## config.mk

```make
export PLATFORM = sky130hd
export DESIGN_NAME = ifu_fetch
export DESIGN_NICKNAME = d
export VERILOG_FILES = /design/src/rtl/tinyriscv_pkg.sv /design/src/rtl/ifu_fifo.sv /design/src/rtl/ifu_fetch.sv
export SDC_FILE = /design/constraint.sdc
export NUM_CORES = 1
export LEC_CHECK = 0
export CAP_MARGIN = 10
export CORE_ASPECT_RATIO = 1.4
export CORE_MARGIN = 4
export CORE_UTILIZATION = 51
export CTS_CLUSTER_DIAMETER = 200
export DETAILED_ROUTE_END_ITERATION = 16
export PLACE_DENSITY = 0.81
export REMOVE_ABC_BUFFERS = 1
export SLEW_MARGIN = 20
export SYNTH_ARGS = -nofsm -noshare
export SYNTH_HDL_FRONTEND = slang
export SYNTH_SLANG_ARGS = --single-unit
```

## constraint.sdc

```tcl
create_clock -name clk -period 2.35 [get_ports clk]
set_input_delay 0.3525 -clock clk [delete_from_list [all_inputs] [get_ports clk]]
set_output_delay 0.3525 -clock clk [all_outputs]
set_load 0.05 [all_outputs]
```

## src/rtl/tinyriscv_pkg.sv

```systemverilog
// tinyriscv_pkg -- shared core constants and the instruction-fetch types.
//
// Contents:
//   InstAddrBus / InstBus / Hold_Flag_Bus : bus widths
//   Hold_Pc                               : hold level that freezes the PC
//   JumpEnable                            : asserted value of a jump/flush
//   CpuResetAddr                          : first fetch address after reset
//   ifu_state_e, IfuFifoDepth, ifu_entry_t: fetch-unit FSM, buffer depth, entry
package tinyriscv_pkg;

  localparam int InstAddrBus   = 32;
  localparam int InstBus       = 32;
  localparam int Hold_Flag_Bus = 3;

  localparam logic [Hold_Flag_Bus-1:0] Hold_Pc = 3'b001;
  localparam logic JumpEnable = 1'b1;
  localparam logic [InstAddrBus-1:0] CpuResetAddr = 32'h0000_0000;

  typedef enum logic [1:0] {
    IFU_IDLE = 2'd0,
    IFU_REQ  = 2'd1,
    IFU_WAIT = 2'd2
  } ifu_state_e;

  localparam int IfuFifoDepth = 2;

  typedef struct packed {
    logic [InstBus-1:0]     inst;
    logic [InstAddrBus-1:0] addr;
  } ifu_entry_t;

endpackage

```

## src/rtl/ifu_fifo.sv

```systemverilog
// ifu_fifo -- small synchronous FIFO of fetched instructions.
//
// Ports:
//   clk, rst (async, active-low)
//   push / wdata : write one entry
//   pop          : drop the head entry
//   flush        : empty the FIFO (wins over push/pop)
//   rdata        : head entry (reset value: inst 0, addr CpuResetAddr)
//   count        : current number of entries
//   empty        : count == 0
// DEPTH must be a power of two so the pointers wrap naturally.
module ifu_fifo
  import tinyriscv_pkg::*;
#(
  parameter int DEPTH = IfuFifoDepth
) (
  input  logic                       clk,
  input  logic                       rst,
  input  logic                       push,
  input  logic                       pop,
  input  logic                       flush,
  input  ifu_entry_t                 wdata,
  output ifu_entry_t                 rdata,
  output logic [$clog2(DEPTH):0]     count,
  output logic                       empty
);

  localparam int AW = $clog2(DEPTH);
  localparam ifu_entry_t RESET_ENTRY = '{inst: '0, addr: CpuResetAddr};

  logic [AW-1:0] wr_ptr_reg;
  logic [AW-1:0] rd_ptr_reg;
  logic [AW:0]   count_reg;
  ifu_entry_t    mem_reg [DEPTH];

  // Storage is reset so the head shows the architectural reset values.
  for (genvar gi = 0; gi < DEPTH; gi++) begin : g_entry
    always_ff @(posedge clk or negedge rst) begin
      if (!rst) begin
        mem_reg[gi] <= RESET_ENTRY;
      end else if (push && !flush && (wr_ptr_reg == AW'(gi))) begin
        mem_reg[gi] <= wdata;
      end
    end
  end

  always_ff @(posedge clk or negedge rst) begin
    if (!rst) begin
      wr_ptr_reg <= '0;
      rd_ptr_reg <= '0;
      count_reg  <= '0;
    end else if (flush) begin
      wr_ptr_reg <= '0;
      rd_ptr_reg <= '0;
      count_reg  <= '0;
    end else begin
      if (push) wr_ptr_reg <= wr_ptr_reg + 1'b1;
      if (pop)  rd_ptr_reg <= rd_ptr_reg + 1'b1;
      count_reg <= count_reg + (AW+1)'(push) - (AW+1)'(pop);
    end
  end

  assign rdata = mem_reg[rd_ptr_reg];
  assign count = count_reg;
  assign empty = (count_reg == '0);

endmodule

```

## src/rtl/ifu_fetch.sv

```systemverilog
// ifu_fetch -- instruction fetch unit between the PC register and the
// req/gnt/rvalid instruction bus, with a small buffer towards decode.
//
// Ports:
//   clk, rst (async, active-low)
//   pc_i, jump_flag_i, hold_flag_i : PC and pipeline control inputs
//   fetch_stall_o                  : hold the PC (low only on an accepted request)
//   ibus_req_o/addr_o, ibus_gnt_i  : request channel (one outstanding)
//   ibus_rvalid_i/rdata_i          : response channel
//   inst_valid_o/inst_o/inst_addr_o, id_ready_i : decode handshake
//
// Build option: define IFU_BYPASS_EN to present a response arriving at an
// empty buffer to decode in the same cycle (not buffered if taken at once).
module ifu_fetch
  import tinyriscv_pkg::*;
#(
  parameter int FIFO_DEPTH = IfuFifoDepth
) (
  input  logic                     clk,
  input  logic                     rst,
  input  logic [InstAddrBus-1:0]   pc_i,
  input  logic                     jump_flag_i,
  input  logic [Hold_Flag_Bus-1:0] hold_flag_i,
  output logic                     fetch_stall_o,
  output logic                     ibus_req_o,
  output logic [InstAddrBus-1:0]   ibus_addr_o,
  input  logic                     ibus_gnt_i,
  input  logic                     ibus_rvalid_i,
  input  logic [InstBus-1:0]       ibus_rdata_i,
  output logic                     inst_valid_o,
  output logic [InstBus-1:0]       inst_o,
  output logic [InstAddrBus-1:0]   inst_addr_o,
  input  logic                     id_ready_i
);

  localparam int CW = $clog2(FIFO_DEPTH) + 1;
  localparam int OW = CW + 1;
  localparam logic [1:0] ST_IDLE = IFU_IDLE;
  localparam logic [1:0] ST_REQ  = IFU_REQ;
  localparam logic [1:0] ST_WAIT = IFU_WAIT;

  logic [1:0]             state_reg, state_next;
  logic                   kill_reg, kill_next;
  logic [InstAddrBus-1:0] tag_reg;

  logic          jump, hold_ok, in_wait, resp_ok, consume, can_issue;
  logic          fifo_push, fifo_pop, fifo_empty;
  logic [CW-1:0] fifo_count;
  logic [OW-1:0] occupancy;
  ifu_entry_t    fifo_head, resp_entry;

  assign jump    = (jump_flag_i == JumpEnable);
  assign hold_ok = (hold_flag_i < Hold_Pc);
  assign in_wait = (state_reg == ST_WAIT);

  // Responses outside WAIT (e.g. stale ones after reset) are ignored; a killed
  // response, or one landing in a jump cycle, is discarded.
  assign resp_ok    = in_wait && ibus_rvalid_i && !kill_reg && !jump;
  assign resp_entry = '{inst: ibus_rdata_i, addr: tag_reg};

  // Entries leaving towards decode this cycle count as freed space.
  assign consume   = inst_valid_o && id_ready_i;
  assign occupancy = {1'b0, fifo_count} + OW'(in_wait) - OW'(consume);
  assign can_issue = (occupancy < OW'(FIFO_DEPTH)) && hold_ok && !jump;

  // A jump withdraws an ungranted request in the same cycle.
  assign ibus_req_o    = (state_reg == ST_REQ) && !jump;
  assign ibus_addr_o   = pc_i;
  assign fetch_stall_o = !(ibus_req_o && ibus_gnt_i);

  assign fifo_pop = !fifo_empty && id_ready_i;

`ifdef IFU_BYPASS_EN
  logic bypass;
  assign bypass       = fifo_empty && resp_ok;
  assign inst_valid_o = !fifo_empty || bypass;
  assign inst_o       = bypass ? ibus_rdata_i : fifo_head.inst;
  assign inst_addr_o  = bypass ? tag_reg : fifo_head.addr;
  assign fifo_push    = resp_ok && !(bypass && id_ready_i);
`else
  assign inst_valid_o = !fifo_empty;
  assign inst_o       = fifo_head.inst;
  assign inst_addr_o  = fifo_head.addr;
  assign fifo_push    = resp_ok;
`endif

  always_comb begin
    state_next = state_reg;
    kill_next  = 1'b0;
    case (state_reg)
      ST_IDLE: begin
        if (can_issue) state_next = ST_REQ;
      end
      ST_REQ: begin
        if (jump)            state_next = ST_IDLE;
        else if (ibus_gnt_i) state_next = ST_WAIT;
      end
      ST_WAIT: begin
        if (ibus_rvalid_i) begin
          // A killed response returns to IDLE so the jump target is fetched fresh.
          if (kill_reg || jump) state_next = ST_IDLE;
          else if (can_issue)   state_next = ST_REQ;
          else                  state_next = ST_IDLE;
        end else begin
          kill_next = kill_reg || jump;
        end
      end
      default: state_next = ST_IDLE;
    endcase
  end

  always_ff @(posedge clk or negedge rst) begin
    if (!rst) begin
      state_reg <= ST_IDLE;
      kill_reg  <= 1'b0;
      tag_reg   <= CpuResetAddr;
    end else begin
      state_reg <= state_next;
      kill_reg  <= kill_next;
      if (ibus_req_o && ibus_gnt_i) tag_reg <= pc_i;
    end
  end

  ifu_fifo #(
    .DEPTH (FIFO_DEPTH)
  ) u_fifo (
    .clk   (clk),
    .rst   (rst),
    .push  (fifo_push),
    .pop   (fifo_pop),
    .flush (jump),
    .wdata (resp_entry),
    .rdata (fifo_head),
    .count (fifo_count),
    .empty (fifo_empty)
  );

endmodule
```

==> results.txt <==
----------------------------------------------------
[Hold path]
  Worst hold path type ... in2async

[Power]
  Total power consumption of the routed design ... 0.0105 W
  Peak supply drop ... 0.612 mV
  P_leak ... approximately 5.0 nW
  Pwr per Cell Area ... 1080 nW/um^2

[Timing]
  Total count of hold-check failures in the final report ... 0
  Clock skew after layout ... 0.0148 ns
  Worst-Margin Slew ... 0.627 ns
  Final clock period utilization by the worst path ... a little over nine tenths
  Rel. slew slack ... between 50% and 60%
  Final setup vio count ... 0
  Final period demand of the worst path ... ~2.2 ns
  Highest Clock Rate ... approximately 450 MHz
  RSZ-0062 raised after global routing ... false
  Max-slew violations ... 0

[Routing]
  Routed WL ... 15,800 um
  First-pass DRT Iterations ... 4
  Vias ... 4,368
  Final ANT Viol Nets ... 0
  Initial DRC Count ... 123
  Wire per inst ... about 19 um
  Post-detailed-route via-to-cell ratio ... 5.21
  DRC Markers ... 0

[Cells and area]
  Most common library cell in the layout ignoring fill and taps ... dfrtp_1
  Flip-flop count of the largest register after layout ... 128
  Ratio of cells with drive above 1 in the final layout ... 57.8%
  Area taken by multi-input logic gates ... 3000 um^2
  Signed area change from the synthesized netlist to the final layout ... 26.4%
  Top library cells by usage in the layout, fill and taps aside ... 166 x dfrtp_1, 164 x mux2_2, 107 x buf_4
  Storage cell area ... 4180 um^2
  Final standard cell count with taps included and fillers excluded ... 838
  Filler instances ... 1,076
  Number of nets in the final layout ... 714
  Antenna diode count ... 0

[Die]
  I/O pin count ... 172
  Horizontal die dimension ... about 110 um
  Rows ... 52
  Die Y ... 153 um
  Initial Util ... between 50% and 60%
  Floorplan core area ... 14,600 um^2
  Area of the die ... 17,100 um^2

[Place]
  Detailed placer's ending HPWL ... between 10,000 and 15,000 um
  Port-buffer cells ... between 150 and 200
  Routability congestion estimate from global placement ... 0.794
  Number of instances in the placed design ... 806

[GRT]
  Via count of the first global-routing pass ... 4,972
  GR Util All Layers ... 18.9%
  Wire length of the first global-routing pass ... roughly 26,000 um
  Antenna violations before repair ... 0
  Largest net degree at the start of global routing ... 66
  Global route total overflow ... 0

[Clock tree]
  Number of buffers created by CTS ... 17
  H-tree lvl count ... 4
  Post-CTS setup-driven buffer insertion count ... 0
  Clock slew at reported path FFs ... about 0.07 ns
  Clock tree from TritonCTS ... yes
  Buffer levels on the longest clock path ... 2
  Clock latency of the later-clocked register in the worst-skew pair ... between 0.4 and 0.5 ns
  Clock root buffer master ... clkbuf_16
  Total of hold buffers inserted after clock tree synthesis ... 1
  Number of sinks on the clock net ... 167
  Number of resized instances in the post-cts repair step ... 0

[Synthesis]
  Proportion of synthesized area in mux cells ... 35.7%
  Count of synthesis-stage warnings from yosys ... 0
  Xor-xnor portion of the synthesized cell area ... 0.342%
  Average instance area after synthesis ... 15.8 um^2
  Main combinational cell family by area after synthesis ... multiplexers
  Post-synth design cell area ... 7690 um^2
  Simple-gate area share of the yosys netlist ... 1.81%
  Netlist cell types ... 30
  Most area-hungry cell type in the Yosys netlist ... dfrtp_1
  Post-Synthesis Cells ... approximately 490
  Fraction of synthesized cell area taken by the top area cell type ... 54.3%
  Register area share after synthesis ... 54.3%
  Compound-cell area share of the yosys netlist ... 0.358%
  Largest cells by area after synthesis ... dfrtp_1 54%, mux2_2 24%, mux2_4 12%
  Synth Register Bits ... 167
  Share of synthesized cell area in full adder, half adder and majority cells ... 0.748%

[Job]
  Max-Cap Viols ... 0

[Critical path]
  Nature of the critical path endpoint ... register
  Largest fanout on the critical path ... 4
  Worst setup path class ... reg2reg
  Startpoint Class ... register
  Required time of the critical path ... 2.69 ns
  WP data arrival ... 2.55 ns

[Status]
  Status ... completed

----------------------------------------------------
routing by layer:
metal  up-vias  global-route usage [%]  part of all wire (%)
li1       1981                       -                     -
met1      2252                    21.6                    38
met2       110                    34.0                    55
met3        25                    4.79                   4.4
met4         0                    6.90                   2.1
met5         -                       0                     0
worst max-delay path, stage by stage, from the launching register on:
cell      delay [ns]
dfrtp_1         0.45
o21a_1          0.23
ha_1            0.27
inv_1           0.08
nand3b_1        0.09
fa_1            0.50
nor4b_1         0.26
nand2_1         0.07
o21ai_0         0.18
kinds of logic (layout without fill, tap and decap cells):
logic type	after synthesis	after routing
AOI/OAI and AO/OA	5	5
adders and majority gates	4	4
buffers and inverters	63	225
muxes	224	224
xor gates and xnor gates	3	3
and+or+nand+nor	21	21
DFF	167	167
through the flow:
step	utilization [%]	setup TNS [ns]	instance area (um^2)	setup WS [ns]	hold slack, ns
finish	66.4	0	9720	0.136	0.490
global route	66.4	0	9720	0.0500	0.517
CTS	66.4	0	9720	0.103	0.498
detailed placement	62.4	-0.125	9130	-0.125	0.390
global placement	62.4	0	9130	0.00494	0.374
floorplan	-	-48.58	7200	-1.16	0.0569
final timing paths:
path	to	from	depth (start not counted)	slack [ns]
min reg2reg	u_fifo.mem_reg[72]$_DFFE_PN0P_	u_fifo.mem_reg[72]$_DFFE_PN0P_	1	0.50
max reg2reg	state_reg[0]$_DFFE_PN0P_	u_fifo.count[1]$_DFF_PN0_	8	0.14
max	state_reg[0]$_DFFE_PN0P_	u_fifo.count[1]$_DFF_PN0_	8	0.14
min in group clk	u_fifo.mem_reg[72]$_DFFE_PN0P_	u_fifo.mem_reg[72]$_DFFE_PN0P_	1	0.50
min	tag_reg[13]$_DFFE_PN0P_	rst	2	0.49
max in group asynchronous	tag_reg[14]$_DFFE_PN0P_	rst	3	1.14
cell usage after synthesis, drive strengths merged:
cell	number
o21ai	3
or4	1
nand3	1
or3	1
or4b	1
nor2b	1
fa	1
nor4b	1
inv	5
clkbuf	7
ha	3
nand3b	2
nor2	5
o21a	1
a21oi	1
or3b	1
nand2b	1
buf	51
dfrtp	167
mux2	224
nor3b	1
xnor2	3
nand2	3
nor3	1
and2	1
where the power goes:
| part | switching [W] | internal (W) |
|---|---|---|
| registers | 0.000393 | 0.00351 |
| logic | 0.00225 | 0.00159 |
| clock network | 0.00111 | 0.00162 |
| total | 0.00375 | 0.00672 |
final cells by class:
type / instances / share of cell area (%)
Sequential cell: 167 / 43.0
Multi-Input combinational cell: 257 / 30.9
Timing Repair Buffer: 189 / 17.5
Inverter: 5 / 0.193
Tap cell: 189 / 2.43
Clock buffer: 21 / 4.73
Clock inverter: 10 / 1.26
(Power assumes the default switching activity.)
